==> config.mk <==
export PLATFORM = sky130hd
export DESIGN_NAME = wbs_slave_ctrl
export DESIGN_NICKNAME = d
export VERILOG_FILES = /design/src/rtl/wbs_slave_ctrl.sv
export SDC_FILE = /design/constraint.sdc
export NUM_CORES = 1
export LEC_CHECK = 0
export CORE_AREA = 2 2 169 171
export CTS_CLUSTER_DIAMETER = 30
export DETAILED_ROUTE_END_ITERATION = 6
export DIE_AREA = 0 0 171 173
export PLACE_DENSITY = 0.74
export SLEW_MARGIN = 20
export SYNTH_ARGS = -nofsm -noshare
export SYNTH_HDL_FRONTEND = slang
export SYNTH_SLANG_ARGS = --single-unit
==> constraint.sdc <==
create_clock -name wb_clk_i -period 3.9 [get_ports wb_clk_i]
set_clock_uncertainty 0.05 [all_clocks]
set_input_delay 0.585 -clock wb_clk_i [delete_from_list [all_inputs] [get_ports wb_clk_i]]
set_output_delay 0.585 -clock wb_clk_i [all_outputs]
set_load 0.01 [all_outputs]
==> src/rtl/wbs_slave_ctrl.sv <==
`default_nettype none
// ============================================================================
//  Module   : wbs_slave_ctrl
//  Brief    : Wishbone classic slave for the kd-tree core: CSRs, SRAM windows.
//  Revision : 1.0
// ============================================================================
module wbs_slave_ctrl #(
    parameter logic [31:0] REG_BASE   = 32'h3000_0000,
    parameter logic [31:0] QUERY_BASE = 32'h3001_0000,
    parameter logic [31:0] LEAF_BASE  = 32'h3002_0000,
    parameter logic [31:0] BEST_BASE  = 32'h3003_0000,
    parameter logic [31:0] NODE_BASE  = 32'h3004_0000,
    parameter logic [31:0] ADDR_MASK  = 32'hFFFF_0000,
    parameter int          QADDR_W    = 12,
    parameter int          LADDR_W    = 12,
    parameter int          BADDR_W    = 9,
    parameter int          NADDR_W    = 6
) (
    input  logic               wb_clk_i,
    input  logic               wb_rst_i,
    input  logic               wbs_stb_i,
    input  logic               wbs_cyc_i,
    input  logic               wbs_we_i,
    input  logic [3:0]         wbs_sel_i,
    input  logic [31:0]        wbs_adr_i,
    input  logic [31:0]        wbs_dat_i,
    output logic               wbs_ack_o,
    output logic [31:0]        wbs_dat_o,
    output logic               mode_o,
    output logic               debug_o,
    output logic               fsm_start_o,
    input  logic               fsm_done_i,
    input  logic               fsm_busy_i,
    output logic               node_we_o,
    output logic [NADDR_W-1:0] node_addr_o,
    output logic [21:0]        node_wdata_o,
    output logic               leaf_we_o,
    output logic [LADDR_W-1:0] leaf_addr_o,
    output logic [63:0]        leaf_wdata_o,
    output logic               query_we_o,
    output logic [QADDR_W-1:0] query_addr_o,
    output logic [54:0]        query_wdata_o,
    output logic               best_re_o,
    output logic [BADDR_W-1:0] best_addr_o,
    input  logic [63:0]        best_rdata_i
);

    localparam logic [31:0] C_OFF_MODE  = 32'h0000_0000;
    localparam logic [31:0] C_OFF_DEBUG = 32'h0000_0004;
    localparam logic [31:0] C_OFF_DONE  = 32'h0000_0008;
    localparam logic [31:0] C_OFF_START = 32'h0000_000C;
    localparam logic [31:0] C_OFF_BUSY  = 32'h0000_0010;

    typedef enum logic [1:0] {
        S_IDLE    = 2'd0,
        S_ACK     = 2'd1,
        S_RD_WAIT = 2'd2,
        S_RD_CAP  = 2'd3
    } state_t;

    state_t               state_q;
    logic                 ack_q;
    logic [31:0]          reg_dat_q;
    logic                 rd_best_q;
    logic                 rd_half_q;
    logic [63:0]          rd_hold_q;
    logic [31:0]          hold_lo_q;
    logic                 mode_q;
    logic                 debug_q;
    logic                 done_q;
    logic                 start_q;
    logic                 node_we_q;
    logic [NADDR_W-1:0]   node_addr_q;
    logic [21:0]          node_wdata_q;
    logic                 leaf_we_q;
    logic [LADDR_W-1:0]   leaf_addr_q;
    logic [63:0]          leaf_wdata_q;
    logic                 query_we_q;
    logic [QADDR_W-1:0]   query_addr_q;
    logic [54:0]          query_wdata_q;
    logic                 best_re_q;
    logic [BADDR_W-1:0]   best_addr_q;

    logic        w_req;
    logic [31:0] w_off;
    logic        w_half;
    logic        w_hit_reg;
    logic        w_hit_query;
    logic        w_hit_leaf;
    logic        w_hit_best;
    logic        w_hit_node;
    logic [31:0] w_reg_rdata;
    logic        w_unused_sel;

    assign w_req       = wbs_cyc_i & wbs_stb_i;
    assign w_off       = wbs_adr_i & ~ADDR_MASK;
    assign w_half      = w_off[2];
    assign w_hit_reg   = (wbs_adr_i & ADDR_MASK) == REG_BASE;
    assign w_hit_query = (wbs_adr_i & ADDR_MASK) == QUERY_BASE;
    assign w_hit_leaf  = (wbs_adr_i & ADDR_MASK) == LEAF_BASE;
    assign w_hit_best  = (wbs_adr_i & ADDR_MASK) == BEST_BASE;
    assign w_hit_node  = (wbs_adr_i & ADDR_MASK) == NODE_BASE;
    assign w_unused_sel = &{1'b0, wbs_sel_i};

    always_comb begin
        w_reg_rdata = 32'h0;
        case (w_off)
            C_OFF_MODE:  w_reg_rdata = {31'h0, mode_q};
            C_OFF_DEBUG: w_reg_rdata = {31'h0, debug_q};
            C_OFF_DONE:  w_reg_rdata = {31'h0, done_q};
            C_OFF_BUSY:  w_reg_rdata = {31'h0, fsm_busy_i};
            default:     w_reg_rdata = 32'h0;
        endcase
    end

    always_ff @(posedge wb_clk_i) begin
        if (wb_rst_i) begin
            state_q       <= S_IDLE;
            ack_q         <= 1'b0;
            reg_dat_q     <= 32'h0;
            rd_best_q     <= 1'b0;
            rd_half_q     <= 1'b0;
            rd_hold_q     <= 64'h0;
            hold_lo_q     <= 32'h0;
            mode_q        <= 1'b0;
            debug_q       <= 1'b0;
            done_q        <= 1'b0;
            start_q       <= 1'b0;
            node_we_q     <= 1'b0;
            node_addr_q   <= '0;
            node_wdata_q  <= 22'h0;
            leaf_we_q     <= 1'b0;
            leaf_addr_q   <= '0;
            leaf_wdata_q  <= 64'h0;
            query_we_q    <= 1'b0;
            query_addr_q  <= '0;
            query_wdata_q <= 55'h0;
            best_re_q     <= 1'b0;
            best_addr_q   <= '0;
        end else begin
            // Strobes are single-cycle unless re-armed below.
            start_q    <= 1'b0;
            node_we_q  <= 1'b0;
            leaf_we_q  <= 1'b0;
            query_we_q <= 1'b0;
            best_re_q  <= 1'b0;

            case (state_q)
                S_IDLE: begin
                    if (w_req) begin
                        state_q   <= S_ACK;
                        ack_q     <= 1'b1;
                        reg_dat_q <= 32'h0;
                        rd_best_q <= 1'b0;
                        if (wbs_we_i) begin
                            if (w_hit_reg) begin
                                case (w_off)
                                    C_OFF_MODE:  mode_q  <= wbs_dat_i[0];
                                    C_OFF_DEBUG: debug_q <= wbs_dat_i[0];
                                    C_OFF_START: begin
                                        start_q <= 1'b1;
                                        done_q  <= 1'b0;
                                    end
                                    default: ;
                                endcase
                            end else if (w_hit_node) begin
                                node_we_q    <= 1'b1;
                                node_addr_q  <= w_off[2 +: NADDR_W];
                                node_wdata_q <= wbs_dat_i[21:0];
                            end else if (w_hit_leaf) begin
                                if (w_half) begin
                                    leaf_we_q    <= 1'b1;
                                    leaf_addr_q  <= w_off[3 +: LADDR_W];
                                    leaf_wdata_q <= {wbs_dat_i, hold_lo_q};
                                end else begin
                                    hold_lo_q <= wbs_dat_i;
                                end
                            end else if (w_hit_query) begin
                                if (w_half) begin
                                    query_we_q    <= 1'b1;
                                    query_addr_q  <= w_off[3 +: QADDR_W];
                                    query_wdata_q <= {wbs_dat_i[22:0], hold_lo_q};
                                end else begin
                                    hold_lo_q <= wbs_dat_i;
                                end
                            end
                        end else if (w_hit_best) begin
                            // Best entries need an SRAM round trip before the ack.
                            state_q     <= S_RD_WAIT;
                            ack_q       <= 1'b0;
                            best_re_q   <= 1'b1;
                            best_addr_q <= w_off[3 +: BADDR_W];
                            rd_half_q   <= w_half;
                            rd_best_q   <= 1'b1;
                        end else if (w_hit_reg) begin
                            reg_dat_q <= w_reg_rdata;
                        end
                    end
                end
                S_RD_WAIT: state_q <= S_RD_CAP;
                S_RD_CAP: begin
                    rd_hold_q <= best_rdata_i;
                    ack_q     <= 1'b1;
                    state_q   <= S_ACK;
                end
                S_ACK: begin
                    ack_q     <= 1'b0;
                    reg_dat_q <= 32'h0;
                    rd_best_q <= 1'b0;
                    state_q   <= S_IDLE;
                end
                default: state_q <= S_IDLE;
            endcase

            if (fsm_done_i) begin
                done_q <= 1'b1;
            end
        end
    end

    assign wbs_ack_o     = ack_q;
    assign wbs_dat_o     = !ack_q   ? 32'h0 :
                           rd_best_q ? (rd_half_q ? rd_hold_q[63:32] : rd_hold_q[31:0]) :
                                       reg_dat_q;
    assign mode_o        = mode_q;
    assign debug_o       = debug_q;
    assign fsm_start_o   = start_q;
    assign node_we_o     = node_we_q;
    assign node_addr_o   = node_addr_q;
    assign node_wdata_o  = node_wdata_q;
    assign leaf_we_o     = leaf_we_q;
    assign leaf_addr_o   = leaf_addr_q;
    assign leaf_wdata_o  = leaf_wdata_q;
    assign query_we_o    = query_we_q;
    assign query_addr_o  = query_addr_q;
    assign query_wdata_o = query_wdata_q;
    assign best_re_o     = best_re_q;
    assign best_addr_o   = best_addr_q;

endmodule
`default_nettype wire
==> results.ini, run 1 <==
[grt]
grt_overflow = 0
grt_pass1_vias = 9915
antenna_found_initial = 0
grt_max_degree = 156
grt_use_total = 0.227
grt_pass1_wl_mm = 53.4

[synthesis]
synthTopCellsByArea = dfxtp_1 49%, mux2i_1 18%, nand2b_1 12%, a21oi_1 4.4%, nand2_1 4.3%
synthesis.nets = 1366
synth_edf_count = 0
syn_avg_cell_area_um2 = 9.63
ys.flop_type = dfxtp_1
yosys_register_bits = 290
syn_inst = 1227
ys_seq_area_frac = 0.491
syn_area_mm2 = 0.0118
yosysWarnings = 0
ys_types = 41
synthArstFlopShare = 0
synth_top_area_cell = dfxtp_1
synth_top_area_frac = 0.491

[clock_network]
cts_tree = yes
ctsHtreeMaxLevel = 2
clock-sinks = 290
cts.root.buffer_cell = clkbuf_16
postCtsHoldBufs = 0
cts_setup_buffers = 0
clkLatencyLatePin_ps = 560
max-clock-path-buffers = 3
cts.repair.resized = 0
clk_pin_slew_ps = 50
cts_buffers = 58

[worst_setup_path]
path_max_fanout = 21
arrival_ps = 2590
critPathCaptureType = output pin
cp.required_ps = 3260
critPathKind = reg -> out
cp-start-kind = register

[route]
initialDrtViolationCount = 531
wl_mm = 35.0
ant_nets = 0
routedWlPerCell_um = 17.6
drc = 0
drt_pre_antenna_iters = 5
vias_per_cell = 5.02
vias = 9992

[timing]
finalHoldViolCount = 0
relSlewSlack = 0.416
finalSetupTns_ps = 0
report.final.slew_viol_count = 0
fin_crit_sh = 0.826
fmax_mhz = 310
rsz0062_at_grt = no
period_needed_ps = 3220
worst_pin_slew_ps = 874
setup_viol = 0

[placement]
gp_congestion = 0.838
port-buffer-count = 354
dpl.hpwl_mm = 23.4

[worst_hold_path]
hold_class = in -> reg

[power]
pwr-share-comb = 0.036
power_switching_mw = 1.82
intPower_mw = 6.43
p_per_area_mw_per_mm2 = 469
p_total_mw = 8.25
clkPwrFrac = 0.603
seq_power_share = 0.360
power_leakage_nw = 6.59
swShare = 0.221
ir_worst_vdd_mv = 0.336

[die]
start_util = 0.428
fp.dieW_um = 171
fp-row-count = 61
die_height_um = 173
ios = 359
coreArea_mm2 = 0.0276
die-area_mm2 = 0.0296

[cells_and_area]
drive_gt1_frac = 0.0861
final_nets = 1707
syn_to_final_growth_pct = 48.9
n_antenna_cell = 0
utilization = 0.637

[flow_run]
drv_cap = 0

[run_status]
status = finished clean

[cell usage after synthesis, drive strengths merged (2+ instances only)]
library cell  number
a21oi            104
and4               3
and4bb             2
buf               36
clkbuf            59
dfxtp            290
inv                4
mux2i            213
nand2            136
nand2b           222
nand3             35
nand4             12
nor2              37
nor3               8
nor4              12
o21ai             31
o31ai              7
or4                2
[worst max-delay path, stage by stage (launching register included)]
cell and delay (ps):
dfxtp_1 370, nand2_1 530, buf_4 410, nor2_1 150
clkdlybuf4s50_1 550
[per-stage QoR]
stage                     cells  setup slack [ps]  hold slack [ps]  cell area (um^2)
after floorplan            1227              1850              386             11800
after global placement     1886               764              391             15600
after detailed placement   1886               736              396             15600
after CTS                  1992               649              384             17600
after global routing       1992               512              419             17600
final                      1992               679              400             17600
[layer usage]
| metal | track usage | vias up | routed length [um] |
|---|---|---|---|
| met5 | 0 | - | 0 |
| met4 | 0.0787 | 0 | 998 |
| met3 | 0.0769 | 75 | 3310 |
| met2 | 0.389 | 391 | 16900 |
| met1 | 0.263 | 4676 | 13800 |
| li1 | - | 4850 | - |
[kinds of logic (layout without fill, tap and decap cells)]
kind of cell              after synthesis  in the layout  synth area share
buffers and inverters                 100            487            0.0441
DFF                                   290            290             0.491
AOI/OAI and AO/OA                     148            148            0.0660
muxes                                 213            213             0.180
and+or+nand+nor                       475            475             0.217
xor gates and xnor gates                1              1          0.000742
[state kept, by name (all words and copies together), names as in the netlist]
signal and count:
leaf_we_o 1, rd_half_q 1, wbs_ack_o 1, node_addr_o 6
query_we_o 1, debug_o 1, node_we_o 1, done_q 1
fsm_start_o 1, mode_o 1, hold_lo_q 32, best_re_o 1
leaf_wdata_o 64, state_q 2, rd_best_q 1, rd_hold_q 64
leaf_addr_o 12, reg_dat_q 1, query_wdata_o 55, query_addr_o 12
best_addr_o 9, node_wdata_o 22
[placed cells by master, fill, tap and decap left out, types with 3 or more instances in the layout]
cell type / Yosys / layout
a21oi_1: 104 / 104
and4_1: 3 / 3
buf_12: 0 / 4
buf_4: 3 / 18
bufinv_16: 0 / 6
clkbuf_1: 59 / 4
clkbuf_16: 0 / 58
clkbuf_8: 0 / 7
clkdlybuf4s50_1: 0 / 353
clkinv_2: 0 / 6
clkinv_4: 0 / 8
clkinvlp_4: 0 / 8
dfxtp_1: 290 / 289
inv_1: 3 / 3
inv_6: 0 / 5
mux2i_1: 213 / 213
nand2_1: 136 / 135
nand2b_1: 222 / 222
nand3_1: 35 / 34
nand4_1: 11 / 11
nor2_1: 37 / 37
nor3_1: 8 / 7
nor4_1: 9 / 9
o21ai_0: 11 / 11
o21ai_1: 20 / 20
o31ai_1: 7 / 7
[area by class of cell]
class	count	area [um^2]
tap	378	473
multi-input combinational	837	5510
inverter	5	18.8
sequential	290	5810
timing repair buffer	376	3760
clock inverter	37	452
clock buffer	69	1560
fill	2321	10000
[power by group through the flow]
stage / sequential [mW] / clock [mW] / combinational (mW)
floorplan: 3.03 / 0 / 0.114
global placement: 3.03 / 0 / 0.297
detailed placement: 3.03 / 0 / 0.297
CTS: 2.97 / 5.05 / 0.299
global route: 2.97 / 5.19 / 0.319
finish: 2.97 / 4.98 / 0.300
[path summary, 6_finish.rpt]
| check | from | end | slack [ps] | cells past startpoint |
|---|---|---|---|---|
| setup / recovery | rd_best_q$_SDFFE_PP0P_ | wbs_dat_o[10] | 680 | 4 |
| hold / removal | wb_rst_i | node_wdata_o[21]$_SDFFE_PP0P_ | 400 | 2 |
| setup reg to reg | state_q[0]$_SDFFE_PP0P_ | query_wdata_o[30]$_SDFFE_PP0P_ | 1460 | 5 |
| hold reg to reg | rd_hold_q[32]$_SDFFE_PP0P_ | rd_hold_q[32]$_SDFFE_PP0P_ | 400 | 2 |
Note: power is estimated with default switching activity, not from simulation.
==> run 2: changes to the inputs <==
==> constraint.sdc (replaced) <==
create_clock -name wb_clk_i -period 3.2 [get_ports wb_clk_i]
set_clock_uncertainty 0.05 [all_clocks]
set_input_delay 0.48 -clock wb_clk_i [delete_from_list [all_inputs] [get_ports wb_clk_i]]
set_output_delay 0.48 -clock wb_clk_i [all_outputs]
set_load 0.01 [all_outputs]
==> run 2 against run 1 <==
Cell area rose by 1.9%. Die area did not move. Setup slack got worse by 390 ps. Register-to-register slack got worse by 470 ps. Clock-buffer cell count rose by 1. Clock power rose by 32%. Non-clock buffer count rose by 14. Sequential share of layout area fell by 0.61 points. Critical path depth did not move. Hold slack got worse by 78 ps. Critical path type unchanged. Highest routed layer unchanged.
==> results.ini, run 2 (synthesized netlist as in run 1, its figures left out) <==
[run_status]
status = finished clean

[clock_network]
clkLatencyLatePin_ps = 560
cts_setup_buffers = 0
cts.root.buffer_cell = clkbuf_16
ctsHtreeMaxLevel = 2
postCtsHoldBufs = 0
clock-sinks = 290
cts.repair.resized = 0
clk_pin_slew_ps = 50
cts_tree = yes
cts_buffers = 58
max-clock-path-buffers = 3

[die]
die_height_um = 173
coreArea_mm2 = 0.0276
fp.dieW_um = 171
ios = 359
die-area_mm2 = 0.0296
fp-row-count = 61
start_util = 0.428

[grt]
grt_overflow = 0
grt_pass1_vias = 9865
grt_use_total = 0.226
grt_max_degree = 91
antenna_found_initial = 0
grt_pass1_wl_mm = 53.4

[route]
wl_mm = 34.8
drc = 0
routedWlPerCell_um = 17.3
vias = 9963
top_layer = met4
drt_pre_antenna_iters = 4
ant_nets = 0
initialDrtViolationCount = 461
vias_per_cell = 4.96
met2_length_mm = 16.4
drt-met1-wl_mm = 14.5
wl_met3_mm = 2.92

[timing]
finalSetupTns_ps = 0
timing.final.ws_setup_ps = 288
rsz0062_at_grt = no
setup_viol = 0
holdWs_ps = 322
fmax_mhz = 343
finalHoldViolCount = 0
relSlewSlack = 0.550
worst_pin_slew_ps = 676
fin_crit_sh = 0.910
report.final.slew_viol_count = 0
period_needed_ps = 2910

[cells_and_area]
drive_gt1_frac = 0.0950
syn_to_final_growth_pct = 51.7
utilization = 0.648
final_nets = 1721
final_cell_mix = 353 x clkdlybuf4s50_1, 289 x dfxtp_1, 222 x nand2b_1, 213 x mux2i_1, 135 x nand2_1
n_antenna_cell = 0
layout_commonest_cell = clkdlybuf4s50_1

[placement]
dpl.hpwl_mm = 23.9
gp_congestion = 0.825
port-buffer-count = 354
place_ws_ps = 218

[worst_setup_path]
critPathKind = reg -> out
critPathCaptureType = output pin
path_max_fanout = 20
cp_slowest_cell = dfxtp_2
cp.required_ps = 2670
cp-start-kind = register
max_stage_delay_ps = 750
path_cells = buf_4 -> mux2i_1 -> nor2_1 -> clkdlybuf4s50_1
arrival_ps = 2380

[power]
intPower_mw = 8.45
clkPwrFrac = 0.622
p_total_mw = 10.6
seq_power_share = 0.342
swShare = 0.203
power_switching_mw = 2.15
pwr-share-comb = 0.035
p_per_area_mw_per_mm2 = 591
power_leakage_nw = 6.77
ir_worst_vdd_mv = 0.526

[flow_run]
drv_cap = 0

[worst_hold_path]
hold_class = in -> reg

run 2: cell types whose count changed in the layout (fill, tap and decap cells not counted):
cell	change
inv_6	-5
clkinv_4	-4
clkinv_16	+1
buf_12	+4
clkinv_2	+6
bufinv_16	+8
clkbuf_1	+1
inv_16	-2
clkinv_8	+1
inv_8	-1
clkinvlp_4	-2
buf_4	+10
run 2: path summary, 6_finish.rpt:
path	startpoint	end	slack [ps]	cells past startpoint
hold reg to reg	rd_hold_q[2]$_SDFFE_PP0P_	rd_hold_q[2]$_SDFFE_PP0P_	400	2
hold / removal	wb_rst_i	node_wdata_o[21]$_SDFFE_PP0P_	320	2
setup reg to reg	state_q[0]$_SDFFE_PP0P_	leaf_wdata_o[39]$_SDFFE_PP0P_	990	6
setup / recovery	rd_half_q$_SDFFE_PP0P_	wbs_dat_o[13]	290	4
run 2: layer usage:
layer	GRT usage	vias up
li1	-	4884
met1	0.273	4625
met2	0.381	376
met4	0.0809	0
met5	0	-
met3	0.0657	78
run 2: critical path: cells and delay by family, from the launching register on:
kind                   cells  cell delay (ps)
muxes                      1              200
buffers and inverters      2              800
and+or+nand+nor            1               60
DFF                        1              750
run 2: area by class of cell:
cell class | instances | area (um^2)
Clock buffer | 70 | 1570
Clock inverter | 39 | 623
Multi-Input combinational cell | 837 | 5510
Tap cell | 378 | 473
Fill cell | 2257 | 9710
Sequential cell | 290 | 5810
Inverter | 5 | 18.8
Timing Repair Buffer | 390 | 3920
run 2: power by group through the flow:
stage,registers (mW),logic [mW],clock network (mW)
3_3_place_gp,3.69,0.371,0
6_report,3.63,0.375,6.59
5_1_grt,3.62,0.398,6.88
4_1_cts,3.62,0.376,6.69
2_1_floorplan,3.69,0.139,0
3_5_place_dp,3.69,0.373,0
run 2: stage by stage:
| stage | cells | area, um^2 |
|---|---|---|
| detailed placement | 1900 | 15700 |
| floorplan | 1227 | 11800 |
| global placement | 1900 | 15700 |
| global route | 2009 | 17900 |
| finish | 2009 | 17900 |
| CTS | 2009 | 17900 |
==> run 3: changes to the inputs <==
--- a/config.mk
+++ b/config.mk
@@ -9,7 +9,7 @@
 export CTS_CLUSTER_DIAMETER = 30
 export DETAILED_ROUTE_END_ITERATION = 6
 export DIE_AREA = 0 0 171 173
-export PLACE_DENSITY = 0.74
+export PLACE_DENSITY = 0.85
 export SLEW_MARGIN = 20
 export SYNTH_ARGS = -nofsm -noshare
 export SYNTH_HDL_FRONTEND = slang
==> run 3 against run 2 <==
Cell area is 1.4% lower. Sequential power hardly changed. Core utilization is 0.91 points lower. Critical path depth is the same.
==> results.ini, run 3 (synthesized netlist as in run 1, its figures left out) <==
[run_status]
status = finished clean

[clock_network]
cts_tree = yes
clk_pin_slew_ps = 50
ctsHtreeMaxLevel = 2
cts_setup_buffers = 0
cts.root.buffer_cell = clkbuf_16
cts.repair.resized = 0
max-clock-path-buffers = 3
clkLatencyLatePin_ps = 550
postCtsHoldBufs = 0
clock-sinks = 290
cts_buffers = 58

[grt]
grt_overflow = 0
grt_pass1_vias = 10339
grt.busiest_layer = met2
grt_use_total = 0.233
grt_max_degree = 137
grtUsageMet3 = 0.0760
antenna_found_initial = 0
use_met2 = 0.396
use_met1 = 0.265
grt_pass1_wl_mm = 55.3

[timing]
report.final.slew_viol_count = 0
fmax_mhz = 355
period_needed_ps = 2820
relSlewSlack = 0.513
finalHoldViolCount = 0
setup_viol = 0
fin_crit_sh = 0.880
finalSetupTns_ps = 0
rsz0062_at_grt = no
worst_pin_slew_ps = 731

[die]
fp-row-count = 61
coreArea_mm2 = 0.0276
ios = 359
die_height_um = 173
die-area_mm2 = 0.0296
fp.dieW_um = 171
start_util = 0.428

[power]
ir_worst_vdd_mv = 0.405
p_total_mw = 10.0
p_per_area_mw_per_mm2 = 567
power_leakage_nw = 6.65

[flow_run]
drv_cap = 0

[worst_hold_path]
hold_class = reg -> reg

[cells_and_area]
layout_commonest_cell = clkdlybuf4s50_1
n_fill_cell = 2175
final_cell_mix = 353 x clkdlybuf4s50_1, 289 x dfxtp_1, 222 x nand2b_1, 213 x mux2i_1, 135 x nand2_1
n_antenna_cell = 0
drive_gt1_frac = 0.0907
final_nets = 1712
syn_to_final_growth_pct = 49.6

[worst_setup_path]
max_stage_delay_ps = 600
cp-start-kind = register
cp.required_ps = 2670
path_buf_inv = 2
cp_top_family = buffers and inverters
critPathKind = reg -> out
critPathCaptureType = output pin
path_max_fanout = 21
arrival_ps = 2290
path_cells = buf_12 -> mux2i_1 -> nor2_1 -> clkdlybuf4s50_1
cp_slowest_cell = dfxtp_2

[route]
drc = 0
initialDrtViolationCount = 553
wl_mm = 35.5
ant_nets = 0
vias = 10084
routedWlPerCell_um = 17.7
drt_pre_antenna_iters = 5
vias_per_cell = 5.04

[placement]
port-buffer-count = 354
gp_congestion = 0.814
dpl.hpwl_mm = 23.1

-- run 3: worst register-to-register path: stages, from the launching register on --
cell	delay (ps)
dfxtp_1	380
and4bb_1	320
nand4_1	290
nor3_2	320
buf_12	350
mux2i_1	350
-- run 3: final cells by class --
class | count | area (um^2) | share of cell area
repair buffers | 381 | 3850 | 0.218
flip-flops and latches | 290 | 5810 | 0.329
clock buffers | 70 | 1590 | 0.0898
inverters | 5 | 18.8 | 0.00106
clock inverters | 38 | 418 | 0.0237
well taps | 378 | 473 | 0.0268
multi-input cells | 837 | 5510 | 0.312
-- run 3: final timing paths --
path                                   start                       endpoint  slack, ps  depth (start not counted)
setup reg to reg     state_q[0]$_SDFFE_PP0P_  leaf_wdata_o[15]$_SDFFE_PP0P_       1060                          5
setup / recovery      rd_half_q$_SDFFE_PP0P_                  wbs_dat_o[27]        380                          4
hold / removal    rd_hold_q[32]$_SDFFE_PP0P_     rd_hold_q[32]$_SDFFE_PP0P_        400                          2
hold reg to reg   rd_hold_q[32]$_SDFFE_PP0P_     rd_hold_q[32]$_SDFFE_PP0P_        400                          2
-- run 3: layer usage --
metal | part of all wire | routed length, um
met5 | 0 | 0
met4 | 0.042 | 1480
met3 | 0.083 | 2960
met2 | 0.48 | 16900
met1 | 0.40 | 14100
-- run 3: through the flow --
| stage | area [um^2] | util | std cells | hold WS, ps | worst slack, ps |
|---|---|---|---|---|---|
| floorplan | 11800 | - | 1227 | 386 | 1260 |
| global placement | 15700 | 0.567 | 1891 | 391 | 448 |
| detailed placement | 15700 | 0.567 | 1891 | 396 | 401 |
| CTS | 17700 | 0.639 | 1999 | 403 | 347 |
| global route | 17700 | 0.639 | 1999 | 421 | 297 |
| finish | 17700 | 0.639 | 1999 | 401 | 384 |
-- run 3: where the power goes --
part	total (mW)	internal (mW)	leakage [nW]	switching, mW
sequential	3.62	3.62	2.34	0.00244
clock	6.02	4.02	0.987	2.00
combinational	0.372	0.217	3.33	0.155
total	10.0	7.86	6.65	2.16
